--- config.mk ---
export PLATFORM = sky130hd
export DESIGN_NAME = control_sequencer
export DESIGN_NICKNAME = d
export VERILOG_FILES = /design/src/rtl/control_pkg.sv /design/src/rtl/control_class_decode.sv /design/src/rtl/control_sequencer.sv
export SDC_FILE = /design/constraint.sdc
export NUM_CORES = 1
export LEC_CHECK = 0
export CELL_PAD_IN_SITES_DETAIL_PLACEMENT = 0
export CELL_PAD_IN_SITES_GLOBAL_PLACEMENT = 1
export CORE_UTILIZATION = 22
export CTS_CLUSTER_SIZE = 25
export DETAILED_ROUTE_END_ITERATION = 6
export HOLD_SLACK_MARGIN = 0.15
export PLACE_DENSITY = 0.91
export SYNTH_ARGS = -nofsm -noshare
export SYNTH_HDL_FRONTEND = slang
export SYNTH_SLANG_ARGS = --single-unit
--- constraint.sdc ---
create_clock -name clock -period 6 [get_ports clock]
set_clock_uncertainty 0.05 [all_clocks]
set_input_delay 1.5 -clock clock [delete_from_list [all_inputs] [get_ports clock]]
set_output_delay 1.5 -clock clock [all_outputs]
set_load 0.03 [all_outputs]
--- src/rtl/control_pkg.sv ---
// Shared opcode, state and strobe definitions for the Mini-SRC control sequencer.
package control_pkg;

    localparam int OP_W = 5;

    localparam logic [OP_W-1:0] OP_LD   = 5'b00000;
    localparam logic [OP_W-1:0] OP_LDI  = 5'b00001;
    localparam logic [OP_W-1:0] OP_ST   = 5'b00010;
    localparam logic [OP_W-1:0] OP_ADD  = 5'b00011;
    localparam logic [OP_W-1:0] OP_SUB  = 5'b00100;
    localparam logic [OP_W-1:0] OP_SHR  = 5'b00101;
    localparam logic [OP_W-1:0] OP_SHL  = 5'b00110;
    localparam logic [OP_W-1:0] OP_ROR  = 5'b00111;
    localparam logic [OP_W-1:0] OP_ROL  = 5'b01000;
    localparam logic [OP_W-1:0] OP_AND  = 5'b01001;
    localparam logic [OP_W-1:0] OP_OR   = 5'b01010;
    localparam logic [OP_W-1:0] OP_ADDI = 5'b01011;
    localparam logic [OP_W-1:0] OP_ANDI = 5'b01100;
    localparam logic [OP_W-1:0] OP_ORI  = 5'b01101;
    localparam logic [OP_W-1:0] OP_MUL  = 5'b01110;
    localparam logic [OP_W-1:0] OP_DIV  = 5'b01111;
    localparam logic [OP_W-1:0] OP_NEG  = 5'b10000;
    localparam logic [OP_W-1:0] OP_NOT  = 5'b10001;
    localparam logic [OP_W-1:0] OP_MFHI = 5'b10111;
    localparam logic [OP_W-1:0] OP_MFLO = 5'b11000;
    localparam logic [OP_W-1:0] OP_NOP  = 5'b11001;
    localparam logic [OP_W-1:0] OP_HALT = 5'b11010;

    localparam logic [OP_W-1:0] ALU_ADD = OP_ADD;

    typedef enum logic [3:0] {
        ST_RST  = 4'd0,
        ST_T0   = 4'd1,
        ST_T1   = 4'd2,
        ST_T2   = 4'd3,
        ST_T3   = 4'd4,
        ST_T4   = 4'd5,
        ST_T5   = 4'd6,
        ST_T6   = 4'd7,
        ST_T7   = 4'd8,
        ST_HALT = 4'd9
    } state_t;

    typedef struct packed {
        logic reg_rr;
        logic muldiv;
        logic imm;
        logic unary;
        logic ldi;
        logic ld;
        logic st;
        logic mfhi;
        logic mflo;
        logic nop;
        logic halt;
        logic illegal;
    } class_t;

    typedef struct packed {
        logic pcout;
        logic pcin;
        logic incpc;
        logic marin;
        logic mdrin;
        logic mdrout;
        logic read;
        logic write;
        logic irin;
        logic yin;
        logic zin;
        logic zlowout;
        logic zhighout;
        logic hiin;
        logic loin;
        logic hiout;
        logic loout;
        logic cout;
        logic gra;
        logic grb;
        logic grc;
        logic rin;
        logic rout;
        logic baout;
    } strobes_t;

endpackage

--- src/rtl/control_class_decode.sv ---
// Opcode to one-hot instruction class; anything outside the opcode table is ILLEGAL.
// Purely combinational, no latency, no flow control.
module control_class_decode
    import control_pkg::*;
(
    input  logic [OP_W-1:0] opcode,
    output class_t          cls
);

    always_comb begin
        cls = '0;
        unique case (opcode)
            OP_ADD, OP_SUB, OP_AND, OP_OR,
            OP_SHR, OP_SHL, OP_ROR, OP_ROL: cls.reg_rr  = 1'b1;
            OP_MUL, OP_DIV:                 cls.muldiv  = 1'b1;
            OP_ADDI, OP_ANDI, OP_ORI:       cls.imm     = 1'b1;
            OP_NEG, OP_NOT:                 cls.unary   = 1'b1;
            OP_LDI:                         cls.ldi     = 1'b1;
            OP_LD:                          cls.ld      = 1'b1;
            OP_ST:                          cls.st      = 1'b1;
            OP_MFHI:                        cls.mfhi    = 1'b1;
            OP_MFLO:                        cls.mflo    = 1'b1;
            OP_NOP:                         cls.nop     = 1'b1;
            OP_HALT:                        cls.halt    = 1'b1;
            default:                        cls.illegal = 1'b1;
        endcase
    end

endmodule

--- src/rtl/control_sequencer.sv ---
// Moore fetch/decode/execute sequencer for the Mini-SRC datapath; strobes decode from state + opcode.
// Memory waits hold T1/T6/T7 until mem_ready; stop diverts the instruction-final edge to HALT.
module control_sequencer
    import control_pkg::*;
#(
    parameter int OPCODE_W        = 5,
    parameter int ALU_OP_W        = 5,
    parameter bit HALT_ON_ILLEGAL = 1'b0
) (
    input  logic                clock,
    input  logic                reset,
    input  logic [31:0]         IR_data,
    input  logic                mem_ready,
    input  logic                stop,
    output logic                PCout,
    output logic                PCin,
    output logic                IncPC,
    output logic                MARin,
    output logic                MDRin,
    output logic                MDRout,
    output logic                Read,
    output logic                Write,
    output logic                IRin,
    output logic                Yin,
    output logic                Zin,
    output logic                Zlowout,
    output logic                Zhighout,
    output logic                HIin,
    output logic                LOin,
    output logic                HIout,
    output logic                LOout,
    output logic                Cout,
    output logic                Gra,
    output logic                Grb,
    output logic                Grc,
    output logic                Rin,
    output logic                Rout,
    output logic                BAout,
    output logic [ALU_OP_W-1:0] alu_op,
    output logic                run
);

    state_t               state;
    state_t               state_nxt;
    state_t               done_nxt;
    logic                 pc_seen;
    logic                 alu_from_ir;
    strobes_t             s;
    class_t               cls;
    logic [OPCODE_W-1:0]  opcode;
    logic                 unused_ir;

    assign opcode    = IR_data[31 -: OPCODE_W];
    assign unused_ir = ^IR_data[31-OPCODE_W:0];

    control_class_decode u_decode (
        .opcode (OP_W'(opcode)),
        .cls    (cls)
    );

    // pc_seen is high from the second T1 cycle on, so PCin pulses once per fetch
    always_ff @(posedge clock or posedge reset) begin
        if (reset) begin
            state   <= ST_RST;
            pc_seen <= 1'b0;
        end else begin
            state   <= state_nxt;
            pc_seen <= (state == ST_T1);
        end
    end

    assign done_nxt = stop ? ST_HALT : ST_T0;

    always_comb begin
        state_nxt   = state;
        s           = '0;
        alu_from_ir = 1'b0;
        unique case (state)
            ST_RST: state_nxt = ST_T0;
            ST_T0: begin
                s.pcout = 1'b1; s.marin = 1'b1; s.incpc = 1'b1; s.zin = 1'b1;
                state_nxt = ST_T1;
            end
            ST_T1: begin
                s.zlowout = 1'b1; s.pcin = ~pc_seen; s.read = 1'b1; s.mdrin = 1'b1;
                if (mem_ready) state_nxt = ST_T2;
            end
            ST_T2: begin
                s.mdrout = 1'b1; s.irin = 1'b1;
                state_nxt = ST_T3;
            end
            ST_T3: begin
                state_nxt = ST_T4;
                unique case (1'b1)
                    cls.reg_rr, cls.muldiv, cls.imm: begin
                        s.grb = 1'b1; s.rout = 1'b1; s.yin = 1'b1;
                    end
                    cls.unary: begin
                        s.grb = 1'b1; s.rout = 1'b1; s.zin = 1'b1; alu_from_ir = 1'b1;
                    end
                    cls.ldi, cls.ld, cls.st: begin
                        s.grb = 1'b1; s.baout = 1'b1; s.yin = 1'b1;
                    end
                    cls.mfhi: begin
                        s.hiout = 1'b1; s.gra = 1'b1; s.rin = 1'b1; state_nxt = done_nxt;
                    end
                    cls.mflo: begin
                        s.loout = 1'b1; s.gra = 1'b1; s.rin = 1'b1; state_nxt = done_nxt;
                    end
                    cls.halt:    state_nxt = ST_HALT;
                    cls.illegal: state_nxt = HALT_ON_ILLEGAL ? ST_HALT : done_nxt;
                    default:     state_nxt = done_nxt;
                endcase
            end
            ST_T4: begin
                state_nxt = ST_T5;
                unique case (1'b1)
                    cls.reg_rr, cls.muldiv: begin
                        s.grc = 1'b1; s.rout = 1'b1; s.zin = 1'b1; alu_from_ir = 1'b1;
                    end
                    cls.imm: begin
                        s.cout = 1'b1; s.zin = 1'b1; alu_from_ir = 1'b1;
                    end
                    cls.unary: begin
                        s.zlowout = 1'b1; s.gra = 1'b1; s.rin = 1'b1; state_nxt = done_nxt;
                    end
                    cls.ldi, cls.ld, cls.st: begin
                        s.cout = 1'b1; s.zin = 1'b1;
                    end
                    default: state_nxt = done_nxt;
                endcase
            end
            ST_T5: begin
                state_nxt = ST_T6;
                unique case (1'b1)
                    cls.reg_rr, cls.imm, cls.ldi: begin
                        s.zlowout = 1'b1; s.gra = 1'b1; s.rin = 1'b1; state_nxt = done_nxt;
                    end
                    cls.muldiv: begin
                        s.zlowout = 1'b1; s.loin = 1'b1;
                    end
                    cls.ld, cls.st: begin
                        s.zlowout = 1'b1; s.marin = 1'b1;
                    end
                    default: state_nxt = done_nxt;
                endcase
            end
            ST_T6: begin
                state_nxt = done_nxt;
                unique case (1'b1)
                    cls.muldiv: begin
                        s.zhighout = 1'b1; s.hiin = 1'b1;
                    end
                    cls.ld: begin
                        s.read = 1'b1; s.mdrin = 1'b1;
                        state_nxt = mem_ready ? ST_T7 : ST_T6;
                    end
                    cls.st: begin
                        // Read stays low so MDR captures the bus (Ra) instead of memory
                        s.gra = 1'b1; s.rout = 1'b1; s.mdrin = 1'b1;
                        state_nxt = ST_T7;
                    end
                    default: state_nxt = done_nxt;
                endcase
            end
            ST_T7: begin
                state_nxt = done_nxt;
                unique case (1'b1)
                    cls.ld: begin
                        s.mdrout = 1'b1; s.gra = 1'b1; s.rin = 1'b1;
                    end
                    cls.st: begin
                        s.write = 1'b1;
                        if (!mem_ready) state_nxt = ST_T7;
                    end
                    default: state_nxt = done_nxt;
                endcase
            end
            ST_HALT: state_nxt = ST_HALT;
            default: state_nxt = ST_RST;
        endcase
    end

    assign PCout    = s.pcout;
    assign PCin     = s.pcin;
    assign IncPC    = s.incpc;
    assign MARin    = s.marin;
    assign MDRin    = s.mdrin;
    assign MDRout   = s.mdrout;
    assign Read     = s.read;
    assign Write    = s.write;
    assign IRin     = s.irin;
    assign Yin      = s.yin;
    assign Zin      = s.zin;
    assign Zlowout  = s.zlowout;
    assign Zhighout = s.zhighout;
    assign HIin     = s.hiin;
    assign LOin     = s.loin;
    assign HIout    = s.hiout;
    assign LOout    = s.loout;
    assign Cout     = s.cout;
    assign Gra      = s.gra;
    assign Grb      = s.grb;
    assign Grc      = s.grc;
    assign Rin      = s.rin;
    assign Rout     = s.rout;
    assign BAout    = s.baout;

    assign alu_op = alu_from_ir ? ALU_OP_W'(opcode) : ALU_OP_W'(ALU_ADD);
    assign run    = (state != ST_RST) && (state != ST_HALT);

endmodule

; ---- After elaboration in Yosys (flattened, before gate mapping)
; Index checks and enable logic that the tools add are counted.
[word_totals]
ff_bits = 5
latch_bits = 0
mem_bits_rw = 0
romBits = 0
in_bits = 36
output_inout_bits = 30
elab_cells = 113
memories = 0
[op_classes]
addsub = 0
multipliers = 0
div = 0
n_lt_le_gt_ge = 0
eq_ne = 31
shifts = 0
muxes = 60
bitwise = 1
reduce_logical = 19
[ops]
columns = operator, count
row1 = "5-bit by 4-bit equality test with 1-bit output, second input constant", 8
row2 = 4-bit case mux with 10 select lines, 1
row3 = 1-bit two-way mux, 36
row4 = 4-bit two-way mux, 7
row5 = "5-bit equality test, second input constant", 5
row6 = "5-bit by 3-bit equality test with 1-bit output, second input constant", 4
row7 = "4-bit by 3-bit equality test with 1-bit output, second input constant", 4
row8 = 4-bit case mux with 2 select lines, 2
row9 = 3-bit OR reduction, 5
row10 = "5-bit by 2-bit equality test with 1-bit output, second input constant", 2
row11 = 1-bit case mux with 2 select lines, 5
row12 = 2-bit OR reduction, 5
row13 = 1-bit case mux with 3 select lines, 3
row14 = "4-bit by 2-bit equality test with 1-bit output, second input constant", 2
row15 = "4-bit equality test, second input constant", 2
row16 = 4-bit OR reduction, 2
row17 = 8-bit OR reduction, 1
row18 = 7-bit OR reduction, 1
row19 = 2-bit two-way mux, 3
row20 = 6-bit OR reduction, 1
row21 = "5-bit by 1-bit equality test with 1-bit output, second input constant", 1
row22 = 5-bit zero test, 1
row23 = 5-bit two-way mux, 1
row24 = 1-bit case mux with 5 select lines, 1
row25 = 8 further kinds, 8

; ---- Longest topological paths before layout
[depth]
depth_word = 7
depth_mapped = 6
ltp_nobuf = 5

; ---- Cells and area by module
; Synthesis repeated with hierarchy kept, for this count alone.
[hier_totals]
cells_unflattened = 131
area_unflattened_um2 = 913.4
[modules_own_cells]
columns = mod, n_inst, cells_per_inst, area_per_inst_um2
row1 = control_sequencer, 1, 101, 718.2
row2 = control_class_decode, 1, 30, 195.2

; ---- Worst setup path before layout
; Ideal clock, no wire load.
[synth_path]
kind = input port to output port
startpoint = input IR_data[27]
endpoint = output MDRin
t_arrival_ns = 3.070
required_time_ns = 4.450
setup_slack_ns = 1.380
stages = 4
cell_sequence = buf_6 -> or4_4 -> o31ai_2 -> nand2b_1
[synth_between]
elab_chain_len = 5
elab_cells_between_ends = 7
[synth_lines]
columns = element, line
row1 = "start, declared", control_sequencer.sv:12  ; input logic [31:0] IR_data,
row2 = 5-bit by 2-bit equality test with 1-bit output or 5-bit zero test (tied branches), -
row3 = 1-bit two-way mux, control_class_decode.sv:12  ; unique case (opcode)
row4 = 2-bit OR reduction (no line) *, -
row5 = 1-bit two-way mux *, control_sequencer.sv:150  ; unique case (1'b1)
row6 = 1-bit case mux with 2 select lines *, control_sequencer.sv:78  ; unique case (state)
row7 = "end, declared", control_sequencer.sv:19  ; output logic MDRin,
; Every way passes the cells marked *; elsewhere a longest branch is shown, timed or not.

; ---- Final worst setup path
[layout_path]
startpoint = input IR_data[30]
endpoint = output MDRin
; The elaborated chain is that of the path after synthesis.

==> flow_metrics.py <==
metrics = {
    "min_path": {
        "hold_path_class": "register to register",
        "hp-start": "state[3]$_DFFE_PP0P_",
    },
    "timing": {
        "setup_ws_ns": 0.563,
        "period_needed_ns": 5.44,
        "post-route-period-util_pct": 90.6,
        "fmax_mhz": 184,
        "tns_ns": 0,
        "setup_viol": 0,
        "hold_viol": 0,
        "rsz0062_at_grt": "false",
        "worst_pin_slew_ns": 0.611,
        "max-slew-margin-rel_pct": 58.9,
        "maxSlewViolCount": 0,
    },
    "synthesis": {
        "yosysWarnings": 0,
        "synthDominantCellAreaShare_pct": 15.1,
        "synth.area.top_cells": "dfrtp_1 (15%), nor2_1 (8.2%), nor3_1 (6.1%), nand2_1 (5.4%), nand3_1 (4.2%)",
        "synth.avg_cell_area_um2": 6.46,
        "synth_nets": 164,
        "ys_types": 39,
        "synthFlopType": "dfrtp_1",
        "synth-edff-count": 0,
        "yosysMostFrequentCell": "nor2_1",
        "yosysTopAreaCell": "dfrtp_1",
        "synthTopCellsByCount": "nor2_1 (18), nand2_1 (12), nor3_1 (10)",
        "synth_cells": 128,
        "syn-cell-area_um2": 827,
        "async_flop_share_pct": 100,
        "ys_ff_latch": 5,
        "ys_seq_area_share_pct": 15.1,
    },
    "clocking": {
        "cts_hold_buffers": 0,
        "post_cts_resized": 0,
        "cts_buffers": 3,
        "cts_tree": "yes",
        "cts.htree.levels": 1,
        "max-clock-path-buffers": 2,
        "root_buffer": "clkbuf_8",
        "clkSinkCount": 5,
        "clk_latency_ns": 0.22,
        "post-cts-setup-buffers": 0,
        "path_clk_slew_ns": 0.03,
    },
    "routing": {
        "ant_nets": 0,
        "wl_per_cell_um": 12.5,
        "wl_met2_um": 1170,
        "top_layer_used": "met3",
        "viasPerCell": 4.96,
        "first_pass_iters": 4,
        "met3_length_um": 166,
        "wl_um": 2580,
        "route.vias.total": 1021,
        "remaining_drc_errors": 0,
        "m1WireLength_um": 1240,
        "drt_iter0_drc": 22,
    },
    "place": {
        "dp_cells": 202,
        "post-dp-hpwl_um": 1980,
        "place_ws_ns": 0.551,
        "post_dp_cell_area_um2": 1210,
        "place_congestion": 0.882,
        "io_buffers": 38,
    },
    "grt": {
        "antenna_found_initial": 0,
        "grt_pass1_vias": 893,
        "grt_pass1_wl_um": 4330,
        "overflow": 0,
        "grt.total_usage_pct": 13.4,
        "grt_max_degree": 18,
    },
    "layout": {
        "fin_util_pct": 36.3,
        "fillCellCount": 411,
        "area_delta_synth_final_pct": 52.3,
        "final_area_um2": 1260,
        "stdcell_count": 206,
        "drive_gt1_share_pct": 8.13,
        "nets": 197,
        "antenna_cells": 0,
    },
    "power_and_ir_drop": {
        "ir_drop_v": 0.000230,
        "p_leak_uw": 0.000507,
        "p_int_uw": 229,
        "p_per_area_nw_per_um2": 385,
        "swShare_pct": 52.9,
        "p_sw_uw": 257,
        "clockPowerShare_pct": 12.6,
        "seqPwrFrac_pct": 19.0,
        "comb_power_share_pct": 68.4,
    },
    "floorplan": {
        "num_rows": 21,
        "coreArea_um2": 3470,
        "die_h_um": 63.3,
        "ios": 66,
        "start_util_pct": 23.8,
        "die_area_um2": 4010,
        "dieWidth_um": 63.3,
    },
    "worst_setup_path": {
        "crit_required_ns": 4.45,
        "path_max_fanout": 17,
        "startpoint_type": "primary input",
        "end_kind": "output port",
        "r2r-start": "state[0]$_DFFE_PP0P_",
        "criticalPathCategory": "primary input to output port",
        "critical_path_arrival_ns": 3.89,
        "critical_path.startpoint": "IR_data[30]",
    },
    "run_status": {
        "status": "completed",
    },
    "job": {
        "drv_cap": 0,
    },
}
[final cells by class]
class	instances	area, um2	area share, %
timing repair buffer	40	395	31.4
tap	46	57.6	4.57
multi-input combinational	104	611	48.5
inverter	7	26.3	2.09
clock buffer	4	45.0	3.57
sequential	5	125	9.93
[registers in the layout (all words and copies together) (netlist names)]
register / count
pc_seen: 1
state: 4
[worst max-delay path, stage by stage]
cell and delay (ns):
clkdlybuf4s50_1 0.67, or4_4 0.66, o31ai_2 0.24, nand2b_1 0.15, clkdlybuf4s50_1 0.67
[cells by family (layout without fill, tap and decap cells)]
group	Yosys count	after routing	share of synthesized area [%]
AO/OA/AOI/OAI	21	21	17.5
flip-flops	5	5	15.1
AND/OR/NAND/NOR	83	83	56.3
buffers and inverters	19	51	11.0
[power by group through the flow]
stage	clock [uW]	combinational, uW	sequential [uW]
final	61.3	332	92.3
after global routing	65.9	357	96.0
after CTS	63.2	334	91.0
after detailed placement	0	332	91.5
after global placement	0	333	90.0
after floorplan	0	250	58.6
[metal layers]
layer | track usage, % | vias to the layer above
li1 | - | 529
met1 | 18.4 | 461
met2 | 21.4 | 31
met3 | 3.08 | 0
met4 | 2.56 | 0
met5 | 0 | -
[worst paths after layout]
check                                       endpoint  slack, ns  cells past startpoint
worst max-delay path                           MDRin       0.56                      5
max in group asynchronous       state[1]$_DFFE_PP0P_       4.31                      2
min in group asynchronous          pc_seen$_DFF_PP0_       1.43                      2
worst min register to register  state[2]$_DFFE_PP0P_       0.65                      1
worst min-delay path            state[2]$_DFFE_PP0P_       0.65                      1
worst max register to register  state[0]$_DFFE_PP0P_       4.18                      5
[cells in the final DEF (no fill, tap or decap)]
cell | Yosys | layout
nand2b_1 | 4 | 4
inv_2 | 1 | 1
and2_1 | 3 | 3
buf_4 | 2 | 2
o21ai_0 | 4 | 4
clkbuf_8 | 0 | 3
and4b_1 | 2 | 2
a21oi_1 | 3 | 3
or4_1 | 1 | 1
and3_1 | 1 | 1
nand2_1 | 12 | 12
a31oi_1 | 2 | 2
nor3_1 | 10 | 10
nand4_1 | 5 | 5
a32oi_1 | 1 | 1
and3b_1 | 2 | 2
or3_1 | 3 | 3
inv_1 | 6 | 6
nor2b_1 | 3 | 3
nor4_2 | 1 | 1
o22a_1 | 1 | 1
or4_4 | 1 | 1
nand4b_1 | 2 | 2
clkbuf_1 | 5 | 1
a21o_1 | 2 | 2
a22o_1 | 1 | 1
o31ai_2 | 1 | 1
a41oi_1 | 2 | 2
nand3_1 | 7 | 7
dfrtp_1 | 5 | 5
o21ai_1 | 3 | 3
nor3_2 | 3 | 3
nor2_1 | 18 | 18
nor4_1 | 2 | 2
nand2_2 | 1 | 1
o41a_1 | 1 | 1
or2_1 | 1 | 1
clkdlybuf4s50_1 | 0 | 38
nand3b_1 | 1 | 1
[stage by stage]
step           hold slack [ns]  power [uW]
5_1_grt                  0.695         519
4_1_cts                  0.645         488
3_3_place_gp             0.616         423
2_1_floorplan            0.564         308
3_5_place_dp             0.649         424
6_report                 0.647         486
Power figures use the tool's default switching activity.
